<file path="config.mk">
export PLATFORM = sky130hd
export DESIGN_NAME = cam_capture_writer
export DESIGN_NICKNAME = d
export VERILOG_FILES = /design/src/rtl/cam_capture_writer.sv
export SDC_FILE = /design/constraint.sdc
export NUM_CORES = 1
export LEC_CHECK = 0
export ABC_AREA = 1
export BUFFER_PORTS_ARGS = -buffer_cell sky130_fd_sc_hd__buf_2
export CORE_MARGIN = 4
export CORE_UTILIZATION = 59
export CTS_CLUSTER_DIAMETER = 80
export DETAILED_ROUTE_END_ITERATION = 16
export HOLD_SLACK_MARGIN = 0.15
export PLACE_DENSITY = 0.8
export SLEW_MARGIN = 30
export SYNTH_ARGS = -nofsm -noshare
export SYNTH_HDL_FRONTEND = slang
export SYNTH_SLANG_ARGS = --single-unit
</file>
<file path="constraint.sdc">
create_clock -name CLK -period 2.1 [get_ports CLK]
set_input_delay 0.42 -clock CLK [delete_from_list [all_inputs] [get_ports CLK]]
set_output_delay 0.42 -clock CLK [all_outputs]
set_load 0.02 [all_outputs]
</file>
<file path="src/rtl/cam_capture_writer.sv">
// OV7670 RGB565 byte-stream capture: packs byte pairs into RGB332 pixels and drives the
// write port of the frame buffer, one write per pixel, addressed y*SCREEN_WIDTH + x.
module cam_capture_writer #(
  parameter int unsigned SCREEN_WIDTH  = 176,
  parameter int unsigned SCREEN_HEIGHT = 144,
  parameter int unsigned ADDR_W        = 15
) (
  input  logic              CLK,
  input  logic              RESET_N,
  input  logic              CAP_EN,
  input  logic              CAM_VSYNC,
  input  logic              CAM_HREF,
  input  logic [7:0]        CAM_DATA,
  output logic [ADDR_W-1:0] W_ADDR,
  output logic [7:0]        W_DATA,
  output logic              W_EN,
  output logic              CAP_ACTIVE,
  output logic              FRAME_DONE,
  output logic              FRAME_ERR
);

  localparam int unsigned XW = $clog2(SCREEN_WIDTH + 1);
  localparam int unsigned YW = $clog2(SCREEN_HEIGHT + 1);
  localparam logic [XW-1:0]     XMax    = XW'(SCREEN_WIDTH);
  localparam logic [YW-1:0]     YMax    = YW'(SCREEN_HEIGHT);
  localparam logic [ADDR_W-1:0] RowStep = ADDR_W'(SCREEN_WIDTH);

  typedef enum logic [1:0] {StWaitVsHi, StWaitVsLo, StCapture} state_e;

  state_e            state_q, state_d;
  logic [XW-1:0]     x_q, x_d;
  logic [YW-1:0]     y_q, y_d;
  logic [ADDR_W-1:0] row_base_q, row_base_d;
  logic              phase_q, phase_d;
  logic [5:0]        hi_bits_q, hi_bits_d;
  logic              err_q, err_d;
  logic              href_q;
  logic [ADDR_W-1:0] w_addr_d;
  logic [7:0]        w_data_d;
  logic              w_en_d, frame_done_d, frame_err_d;
  logic              line_end, err_inc;
  logic [YW-1:0]     y_inc;

  always_ff @(posedge CLK or negedge RESET_N) begin
    if (!RESET_N) begin
      state_q <= StWaitVsHi;
    end else begin
      state_q <= state_d;
    end
  end

  always_comb begin
    state_d = state_q;
    unique case (state_q)
      StWaitVsHi: if (CAM_VSYNC) state_d = StWaitVsLo;
      StWaitVsLo: if (!CAM_VSYNC) state_d = CAP_EN ? StCapture : StWaitVsHi;
      StCapture:  if (CAM_VSYNC) state_d = StWaitVsLo;
      default:    state_d = StWaitVsHi;
    endcase
  end

  // Line-end bookkeeping is shared by the normal HREF fall and a fall coinciding with VSYNC.
  assign line_end = href_q & ~CAM_HREF;
  assign err_inc  = err_q | (line_end & (x_q < XMax));
  assign y_inc    = (line_end && (y_q < YMax)) ? y_q + YW'(1) : y_q;

  always_comb begin
    x_d          = x_q;
    y_d          = y_q;
    row_base_d   = row_base_q;
    phase_d      = phase_q;
    hi_bits_d    = hi_bits_q;
    err_d        = err_q;
    w_addr_d     = W_ADDR;
    w_data_d     = W_DATA;
    w_en_d       = 1'b0;
    frame_done_d = 1'b0;
    frame_err_d  = 1'b0;
    unique case (state_q)
      StWaitVsLo: begin
        if (!CAM_VSYNC && CAP_EN) begin
          x_d        = '0;
          y_d        = '0;
          row_base_d = '0;
          phase_d    = 1'b0;
          err_d      = 1'b0;
        end
      end
      StCapture: begin
        if (CAM_VSYNC) begin
          frame_done_d = 1'b1;
          frame_err_d  = err_inc | (y_inc != YMax);
        end else if (CAM_HREF) begin
          if (!phase_q) begin
            hi_bits_d = {CAM_DATA[7:5], CAM_DATA[2:0]};
            phase_d   = 1'b1;
          end else begin
            phase_d = 1'b0;
            if ((x_q < XMax) && (y_q < YMax)) begin
              w_en_d   = 1'b1;
              w_data_d = {hi_bits_q, CAM_DATA[4:3]};
              w_addr_d = row_base_q + ADDR_W'(x_q);
              x_d      = x_q + XW'(1);
            end
          end
        end else if (line_end) begin
          err_d   = err_inc;
          phase_d = 1'b0;
          x_d     = '0;
          if (y_q < YMax) begin
            y_d        = y_inc;
            row_base_d = row_base_q + RowStep;
          end
        end
      end
      default: ;
    endcase
  end

  always_ff @(posedge CLK or negedge RESET_N) begin
    if (!RESET_N) begin
      x_q        <= '0;
      y_q        <= '0;
      row_base_q <= '0;
      phase_q    <= 1'b0;
      hi_bits_q  <= '0;
      err_q      <= 1'b0;
      href_q     <= 1'b0;
      W_ADDR     <= '0;
      W_DATA     <= '0;
      W_EN       <= 1'b0;
      CAP_ACTIVE <= 1'b0;
      FRAME_DONE <= 1'b0;
      FRAME_ERR  <= 1'b0;
    end else begin
      x_q        <= x_d;
      y_q        <= y_d;
      row_base_q <= row_base_d;
      phase_q    <= phase_d;
      hi_bits_q  <= hi_bits_d;
      err_q      <= err_d;
      href_q     <= CAM_HREF;
      W_ADDR     <= w_addr_d;
      W_DATA     <= w_data_d;
      W_EN       <= w_en_d;
      CAP_ACTIVE <= (state_d == StCapture);
      FRAME_DONE <= frame_done_d;
      FRAME_ERR  <= frame_err_d;
    end
  end

endmodule
</file>
==> impl_metrics.csv, run 1 <==
group,metric,value,unit
run_status,status,"finished, final reports clean",
drt,wirelength,7897,microns
synth,postSynth.topFlopCell,"dfrtp_1",
critical_path,path_delay_family,"compound AO/OA/AOI/OAI gates",
synth,synth_top_cells_by_area,"dfrtp_1, nand2_1, nand3_1",
drt,ant_nets,0,
run,drv_cap,0,
floorplan,floorplan.die_area,7426,sq um
sta,setup_viol_count_final,0,
sta,setup_tns,0,ns
clocking,clock_insertion_delay_worst_skew,0.34,ns
finish,num_antenna_cells,0,
pwr,power-per-cell-area,672.6,nW/um^2
drt,drt_first_iter_violations,252,
global_route,global_route_wire_length_before_repair,13500,microns
synth,yosysSeqAreaShare,45.11,%
clocking,clkSlewWorstSetupHoldPaths,0.08,ns
place,dpl.hpwl,5596,microns
floorplan,placeableCoreArea,5921,sq um
synth,area_fraction_of_the_dominant_cell_type_after_synthesis,45.11,%
hold_path,worst_hold_path_type,"in -> reg",
critical_path,critical_path_rt,2.38,ns
sta,drv_slew,0,
pwr,power,0.002741,W
floorplan,rows,28,
synth,average_cell_area_after_synthesis,8.103,sq um
synth,synth_seq_cells,65,
clocking,clock-sinks,65,
sta,finClkSkew,0.008300,ns
synth,ys_types,37,
critical_path,timing.critical_path.cells,"ha_1 -> a21oi_1 -> o21ai_2 -> nand2_1 -> nand2_1 -> a21oi_2 -> o21ai_1 -> nand2_1",
synth,postSynthCellCount,445,
critical_path,cp-end-kind,"flip-flop",
synth,cell_taking_the_most_area_after_synthesis,"dfrtp_1",
place,place.port_buffers,39,
synth,post_synth_most_frequent_cells,"nand2_1, dfrtp_1, nand3_1, inv_1, nor2_1",
synth,mappedNetlistArea,3606,sq um
clocking,cts-resized-gates,0,
critical_path,timing.critical_path.from_type,"flip-flop",
global_route,grt_pass1_vias,3041,
sta,grt_setup_unrepaired,"false",
clocking,clock_tree.buffer_depth,2,
clocking,cell_chosen_for_the_clock_root,"clkbuf_8",
global_route,pin_count_of_the_biggest_net_entering_global_routing,66,
global_route,grt_usage,22.93,%
floorplan,die_w,86.18,microns
clocking,cts_tree,"done",
drt,route.detailed.vias_per_inst,5.394,
sta,fmax,545.7,MHz
critical_path,worst-path-max-fanout,5,
finish,filler_cell_count,496,
finish,layout-drive-gt1-share,20.36,%
finish,finish.net_count,512,
critical_path,criticalPathCategory,"reg -> reg",
critical_path,worstPathBufferInverterCount,0,
sta,final-hold-violation-count,0,
pwr,max-vdd-ir-drop,445.5,uV
clocking,cts.htree.levels,3,
floorplan,boundaryPins,40,
drt,dr.pass1.iters,4,
synth,synth.most_common_cell,"nand2_1",
synth,ys_async_sr_fraction,100.0,%
synth,synth.yosys.warnings,0,
finish,syn_to_final_growth,13.01,%
critical_path,timing.critical_path.mode_cell,"nand2_1",
global_route,antenna_found_initial,0,
place,finalWeightedCongestion,0.9917,
sta,final.period_utilization,87.27,%
sta,finalWorstPathRequiredPeriod,1.833,ns
critical_path,arrival_worst_endpoint,2.12,ns
drt,remaining_drc_errors,0,
synth,synth.net_count,466,
critical_path,critPathMaxStageDelay,0.45,ns
floorplan,effective_utilization_at_floorplan,60.90,%
global_route,grt_overflow,0,
drt,vias,3080,
floorplan,dieHeight,86.18,microns
synth,synth-edff-count,0,
critical_path,crit_slowest_cell,"dfrtp_1",
pwr,leakage_power,2.107,nW
drt,wire_per_inst,13.83,microns
clocking,buffer_count_from_post_cts_setup_fixing,0,
clocking,cts_buffers,9,
## placed cells by master, fill, tap and decap left out, types with 9 or more instances in the layout
master    instances
a21oi_1           9
buf_2            39
clkbuf_8          9
dfrtp_1          65
inv_1            37
nand2_1         148
nand3_1          39
nor2_1           31
o21ai_0          14
o21ai_1          12
o21ai_2           9
xor2_1           10
## power breakdown
part           internal, W  total, W  switching, W
Clock             0.000552   0.00106      0.000507
Combinational     0.000109  0.000305      0.000196
Sequential         0.00132   0.00138     0.0000541
Total              0.00198   0.00274      0.000757
## kinds of logic (layout without fill, tap and decap cells)
logic type | Yosys count | count (layout) | synth area share [%]
XOR/XNOR | 14 | 14 | 3.400
adder cells (fa/ha/maj) | 8 | 8 | 2.776
multiplexers | 6 | 6 | 1.874
AO/OA/AOI/OAI | 52 | 52 | 9.473
flip-flops | 65 | 65 | 45.11
buffers and inverters | 51 | 102 | 6.419
other | 1 | 1 | 0.1040
AND/OR/NAND/NOR | 248 | 248 | 30.85
## final timing paths
check,startpoint,to,slack (ns),depth (start not counted)
setup / recovery,x_q[5],W_ADDR[10],0.27,8
hold / removal,CAM_DATA[3],W_DATA[0],0.26,3
setup reg to reg,x_q[5],W_ADDR[10],0.27,8
hold reg to reg,hi_bits_q[1],W_DATA[3],0.47,2
max in group asynchronous,RESET_N,row_base_q[4],1.21,3
min in group asynchronous,RESET_N,x_q[2],0.61,3
## what timing repair did
action | in CTS | in global routing
hold buffers | 1 | 0
hold endpoints to repair | 65 | 0
endpoints found under the setup margin | 0 | 0
## sequential cells by signal, indices dropped and copies added (netlist names), 2 cells and up
name / cells
W_ADDR: 15
row_base_q: 11
W_DATA: 8
x_q: 8
y_q: 8
hi_bits_q: 6
state_q: 2
## area by class of cell
cell class,instances,area [sq um],area share (%)
Inverter,42,162.7,3.991
Sequential cell,65,1627,39.91
Clock inverter,6,68.82,1.689
Clock buffer,10,127.6,3.132
Timing Repair Buffer,44,247.7,6.079
Tap cell,75,93.84,2.303
Multi-Input combinational cell,329,1748,42.89
## metal layers
layer	part of all wire (%)	routed length, microns	GRT usage [%]	up-vias
li1	-	-	-	1520
met1	44	3499	28.87	1462
met2	48	3816	38.12	79
met3	4.9	389	5.418	19
met4	2.4	191	9.348	0
met5	0	0	0	-
## through the flow
stage / hold slack, ns / util, % / instances / setup WS [ns] / cell area, sq um
after global routing: 0.2714 / 68.83 / 571 / 0.1432 / 4075
after global placement: 0.4495 / 65.34 / 554 / 0.3644 / 3869
final: 0.2647 / 68.83 / 571 / 0.2673 / 4075
after detailed placement: 0.4537 / 65.34 / 554 / 0.3463 / 3869
after floorplan: 0.1244 / - / 445 / 0.5525 / 3606
after CTS: 0.2559 / 68.83 / 571 / 0.3102 / 4075
## worst reg2reg max path: cells and delay by family, from the launching register on
kind            cells  cell delay, ns
simple gates        3            0.32
compound gates      4            0.63
fa+ha+maj           1            0.38
flops               1            0.45
Power figures use the tool's default switching activity.
==> run 2: changes to the inputs <==
CORE_UTILIZATION = 50   (was 59)
PLACE_DENSITY = 0.7   (was 0.8)
==> run 2 against run 1 <==
First-iteration DRC count is 44% lower. Clock skew is 0.0012 ns lower. Core utilization is 8.8 points lower. Non-clock buffer count increased by 2. Power up 5.6%. Sequential cell count did not move. Global-route usage fell by 3.2 points. Critical path depth decreased by 1. Die area rose by 16%. Worst setup slack better by 0.011 ns. Critical path type unchanged. Largest power group unchanged. Highest routed layer unchanged.
==> impl_metrics.csv, run 2 (same netlist as run 1, synthesis figures left out) <==
group,metric,value,unit
finish,post-route-cell-area,4148,sq um
finish,layout-drive-gt1-share,20.88,%
clocking,clock_tree.buffer_depth,2,
clocking,cts_tree,"done",
critical_path,criticalPathCategory,"reg -> reg",
pwr,power-per-cell-area,697.8,nW/um^2
global_route,grtUsageMet3,4.143,%
pwr,pwr-share-comb,10.6,%
drt,dr.pass1.iters,5,
floorplan,rows,30,
critical_path,timing.critical_path.cells,"ha_1 -> a21oi_1 -> o21ai_2 -> a21oi_1 -> xor2_1 -> nand2_1 -> nand2_1",
global_route,grt_pass1_vias,2986,
drt,wire_per_inst,13.19,microns
finish,reg_top3,"W_ADDR x15, row_base_q x11",
drt,route.detailed.vias_per_inst,5.099,
sta,grt_setup_unrepaired,"false",
hold_path,worst_hold_path_type,"in -> reg",
finish,finish.net_count,514,
clocking,clock_insertion_delay_worst_skew,0.34,ns
critical_path,timing.rr.end,"W_ADDR[8]",
pwr,max-vdd-ir-drop,440.7,uV
pwr,leakage_power,2.132,nW
critical_path,timing.critical_path.from_type,"flip-flop",
critical_path,cp-end-kind,"flip-flop",
run_status,status,"finished, final reports clean",
clocking,buffer_count_from_post_cts_setup_fixing,0,
place,finalWeightedCongestion,0.8659,
critical_path,crit_slowest_cell,"dfrtp_1",
sta,setup_tns,0,ns
drt,drt_first_iter_violations,142,
finish,layout.cells.most_common_list,"nand2_1, dfrtp_1, nand3_1, buf_2, inv_1",
sta,finClkSkew,0.007139,ns
pwr,netSwitchingFraction,26.09,%
drt,ant_nets,0,
global_route,met2_usage,32.03,%
place,place.port_buffers,39,
global_route,grt.busiest_layer,"met2",
pwr,pwr-share-seq,47.6,%
floorplan,placeableCoreArea,6907,sq um
global_route,globalRouteMet1Util,25.89,%
sta,setup_viol_count_final,0,
floorplan,boundaryPins,40,
global_route,pin_count_of_the_biggest_net_entering_global_routing,32,
floorplan,dieHeight,92.93,microns
floorplan,floorplan.die_area,8635,sq um
sta,final-hold-violation-count,0,
critical_path,r2r_cells,7,
floorplan,effective_utilization_at_floorplan,52.21,%
drt,wirelength,7835,microns
place,dpl.hpwl,5854,microns
critical_path,launching_point_of_the_worst_reg2reg_path,"row_base_q[5]",
run,drv_cap,0,
floorplan,die_w,92.93,microns
pwr,intPower,0.002139,W
clocking,cell_chosen_for_the_clock_root,"clkbuf_8",
global_route,grt_usage,19.76,%
clocking,clock-sinks,65,
sta,worst_slew_slack_as_a_fraction_of_its_limit,61.37,%
finish,mostFrequentLayoutCell,"nand2_1",
global_route,global_route_wire_length_before_repair,13550,microns
pwr,clkPwrFrac,41.8,%
pwr,switching_power,0.0007551,W
sta,finalWorstPathRequiredPeriod,1.821,ns
global_route,antenna_found_initial,0,
clocking,cts-resized-gates,0,
clocking,cts.htree.levels,3,
critical_path,worst-path-max-fanout,5,
critical_path,reg2reg_setup_slack,0.28,ns
sta,drv_slew,0,
critical_path,critPathMaxStageDelay,0.45,ns
sta,worstMarginPinSlew,0.5795,ns
sta,final.period_utilization,86.73,%
critical_path,worstSetupEndpoint,"W_ADDR[8]",
finish,largest-register,"W_ADDR",
place,detailed_place.area,3910,sq um
sta,fmax,549.0,MHz
clocking,cts_buffers,9,
finish,syn_to_final_growth,15.02,%
finish,max_ffs_per_register,15,
critical_path,startpoint,"row_base_q[5]",
drt,vias,3029,
clocking,clkSlewWorstSetupHoldPaths,0.08,ns
critical_path,arrival_worst_endpoint,2.11,ns
critical_path,critical_path_rt,2.38,ns
drt,remaining_drc_errors,0,
finish,num_antenna_cells,0,
global_route,grt_overflow,0,
run 2: cell types whose count changed in the layout (fill, tap and decap cells not counted):
cell	before	now
buf_4	3	5
clkinv_4	3	1
bufinv_16	1	2
clkbuf_1	1	0
clkbuf_8	9	10
inv_6	1	2
run 2: worst min path at each step:
stage / cells past startpoint / endpoint / from / slack (ns)
after floorplan: 0 / CAP_ACTIVE / RESET_N / 0.12
final: 3 / W_DATA[1] / CAM_DATA[4] / 0.27
after CTS: 3 / W_DATA[0] / CAM_DATA[3] / 0.27
after global routing: 3 / W_DATA[0] / CAM_DATA[3] / 0.27
after detailed placement: 1 / x_q[4] / RESET_N / 0.45
after global placement: 1 / x_q[4] / RESET_N / 0.45
run 2: area by class of cell:
class	instances	area [sq um]
Fill cell	643	2759
Multi-Input combinational cell	329	1748
Sequential cell	65	1627
Timing Repair Buffer	46	262.8
Inverter	42	162.7
Clock buffer	10	137.6
Tap cell	96	120.1
Clock inverter	6	90.09
run 2: through the flow:
step           hold WS, ns  setup slack (ns)  util (%)  total power (W)  instances
2_1_floorplan       0.1244            0.5525         -         0.001601        445
3_3_place_gp        0.4486            0.3690     56.61         0.001701        577
3_5_place_dp        0.4518            0.3182     56.61         0.001711        577
4_1_cts             0.2676            0.2980     60.05         0.002915        594
5_1_grt             0.2738            0.1517     60.05         0.003016        594
6_report            0.2733            0.2786     60.05         0.002894        594
run 2: metal layers:
| metal | vias up | share of wire (%) | wire [microns] |
|---|---|---|---|
| li1 | 1527 | - | - |
| met1 | 1406 | 45 | 3563 |
| met2 | 80 | 48 | 3772 |
| met3 | 16 | 4.5 | 353 |
| met4 | 0 | 1.9 | 145 |
| met5 | - | 0 | 0 |
run 2: worst max-delay path: cells and delay by family (launching register included):
family                     cells  cell delay, ns
adders and majority gates      1            0.36
DFF                            1            0.45
xor gates and xnor gates       1            0.22
and+or+nand+nor                2            0.13
AOI/OAI and AO/OA              3            0.59
run 2: timing repair:
item / CTS / global route
endpoints found under the hold margin: 23 / 0
endpoints found under the setup margin: 0 / 0
hold buffers: 1 / 0
run 2: power groups by stage:
| stage | clock network, W | logic, W | registers [W] |
|---|---|---|---|
| final | 0.00121 | 0.000306 | 0.00138 |
| after global routing | 0.00128 | 0.000348 | 0.00139 |
| after CTS | 0.00123 | 0.000311 | 0.00138 |
| after detailed placement | 0 | 0.000309 | 0.00140 |
| after global placement | 0 | 0.000301 | 0.00140 |
| after floorplan | 0 | 0.000188 | 0.00141 |
==> run 3: changes to the inputs <==
CORE_UTILIZATION = 35   (was 50)
PLACE_DENSITY = 0.56   (was 0.7)
TNS_END_PERCENT = 10   (was not set)
==> run 3 against run 2 <==
Clock skew rose by 0.0051 ns. Routed wire length rose by 7.9%. Sequential power barely moved. Critical path depth did not move. Non-clock buffer count did not move. Worst setup slack got worse by 0.028 ns. Power rose by 2.5%. Hold slack got worse by 0.026 ns. Sequential cell count did not move. Core utilization fell by 18 points. Critical endpoint is now W_ADDR[10].
==> impl_metrics.csv, run 3 (same netlist as run 1, synthesis figures left out) <==
group,metric,value,unit
critical_path,worst-path-max-fanout,5,
sta,drv_slew,0,
run_status,status,"finished, final reports clean",
pwr,power-per-cell-area,706.0,nW/um^2
drt,dr.pass1.iters,4,
critical_path,critPathMaxStageDelay,0.46,ns
pwr,clkPwrFrac,42.9,%
clocking,cell_chosen_for_the_clock_root,"clkbuf_8",
sta,grt_setup_unrepaired,"false",
sta,setup_viol_count_final,0,
critical_path,timing.critical_path.cells,"ha_1 -> a21oi_1 -> o21ai_2 -> nand2_1 -> nand2_1 -> o21ai_1 -> nand2_1",
clocking,clock_tree.buffer_depth,2,
global_route,grt_pass1_vias,2931,
finish,reg_top3,"W_ADDR x15, row_base_q x11",
finish,max_ffs_per_register,15,
clocking,clock_insertion_delay_worst_skew,0.36,ns
drt,ant_nets,0,
critical_path,timing.critical_path.mode_cell,"nand2_1",
finish,layout.cells.most_common_list,"nand2_1, dfrtp_1, nand3_1, buf_2, inv_1",
critical_path,critical_path_rt,2.35,ns
pwr,pwr-share-comb,10.6,%
drt,wirelength,8455,microns
place,placedCellCount,614,
finish,largest-register,"W_ADDR",
place,finalWeightedCongestion,0.8476,
clocking,clkSlewWorstSetupHoldPaths,0.08,ns
clocking,cts.htree.levels,3,
finish,mostFrequentLayoutCell,"nand2_1",
sta,setup_tns,0,ns
drt,route.detailed.vias_per_inst,4.805,
critical_path,worstPathBufferInverterCount,0,
floorplan,placeableCoreArea,9910,sq um
critical_path,reg2reg_setup_slack,0.25,ns
finish,layout-drive-gt1-share,20.88,%
critical_path,launching_point_of_the_worst_reg2reg_path,"x_q[5]",
sta,finClkSkew,0.01222,ns
pwr,netSwitchingFraction,26.72,%
critical_path,timing.rr.end,"W_ADDR[10]",
floorplan,die_w,109.5,microns
floorplan,boundaryPins,40,
global_route,antenna_found_initial,0,
critical_path,timing.critical_path.from_type,"flip-flop",
floorplan,rows,36,
finish,stdcell_count,631,
finish,num_antenna_cells,0,
critical_path,arrival_worst_endpoint,2.10,ns
sta,final-hold-violation-count,0,
sta,timing.final.ws_setup,0.2508,ns
hold_path,whs_endpoint,"W_DATA[0]",
pwr,pwr-share-seq,46.6,%
floorplan,dieHeight,109.5,microns
finish,filler_cell_count,998,
finish,multi_input_comb_area,1748,sq um
critical_path,crit_slowest_cell,"dfrtp_1",
sta,final.period_utilization,88.06,%
finish,seqCellArea,1627,sq um
pwr,max-vdd-ir-drop,293.5,uV
critical_path,criticalPathCategory,"reg -> reg",
drt,wire_per_inst,13.40,microns
floorplan,floorplan.die_area,11990,sq um
place,dp_slack,0.2416,ns
drt,remaining_drc_errors,0,
clocking,clock-sinks,65,
place,place.port_buffers,39,
global_route,grt_overflow,0,
hold_path,timing.hold.worst.start,"CAM_DATA[3]",
drt,drt_first_iter_violations,151,
critical_path,path_delay_family,"compound AO/OA/AOI/OAI gates",
pwr,switching_power,0.0007932,W
finish,finish.net_count,514,
hold_path,worst_hold_path_type,"in -> reg",
global_route,pin_count_of_the_biggest_net_entering_global_routing,31,
clocking,cts_buffers,9,
run,drv_cap,0,
clocking,cts-resized-gates,0,
drt,vias,3032,
critical_path,r2r_cells,7,
sta,fmax,540.8,MHz
clocking,cts_tree,"done",
hold_path,cell_depth_of_the_worst_min_delay_path,3,
pwr,power,0.002968,W
global_route,grt_usage,15.49,%
finish,syn_to_final_growth,16.59,%
pwr,intPower,0.002175,W
floorplan,effective_utilization_at_floorplan,36.39,%
place,dpl.hpwl,6324,microns
global_route,global_route_wire_length_before_repair,14360,microns
critical_path,cp-end-kind,"flip-flop",
sta,finalWorstPathRequiredPeriod,1.849,ns
pwr,leakage_power,2.142,nW
## run 3: worst max-delay path by stage
stage	from	cells past startpoint	endpoint	slack, ns
2_1_floorplan	x_q[5]	7	W_ADDR[10]	0.55
3_3_place_gp	CAM_VSYNC	10	row_base_q[13]	0.22
3_5_place_dp	CAM_VSYNC	10	row_base_q[13]	0.24
4_1_cts	x_q[5]	7	W_ADDR[10]	0.26
5_1_grt	x_q[5]	7	W_ADDR[10]	0.07
6_report	x_q[5]	7	W_ADDR[10]	0.25
## run 3: cell type report
type | instances | area share [%]
Inverter | 42 | 3.869
Clock buffer | 11 | 3.601
Multi-Input combinational cell | 329 | 41.58
Clock inverter | 5 | 2.054
Timing Repair Buffer | 46 | 6.250
Sequential cell | 65 | 38.69
Tap cell | 133 | 3.958
## run 3: metal layers
layer	vias up	GRT usage, %	routed length, microns
met3	9	3.876	235
met4	0	5.521	133
met2	35	24.63	4092
li1	1534	-	-
met1	1454	20.44	3994
met5	-	0	0
## run 3: power by group through the flow
stage,Sequential [W],Clock (W),Combinational (W)
floorplan,0.00141,0,0.000188
detailed placement,0.00141,0,0.000317
finish,0.00138,0.00127,0.000314
global placement,0.00140,0,0.000310
global route,0.00139,0.00136,0.000353
CTS,0.00138,0.00130,0.000320
## run 3: repair_timing
item,CTS,global route
hold buffers,1,0
buffers inserted,0,0
hold endpoints to repair,10,0
setup endpoints to repair,0,0
## run 3: worst register-to-register path: cells and delay by family, from the launching register on
family / cells / cell delay [ns]
flip-flops: 1 / 0.46
AO/OA/AOI/OAI: 3 / 0.58
adder cells (fa/ha/maj): 1 / 0.38
AND/OR/NAND/NOR: 3 / 0.31
## run 3: per-stage QoR
stage	util, %	hold WS (ns)	cell area [sq um]
after floorplan	-	0.1244	3606
after global placement	39.92	0.3403	3956
after detailed placement	39.92	0.3434	3956
after CTS	42.42	0.2359	4204
after global routing	42.42	0.2508	4204
final	42.42	0.2471	4204
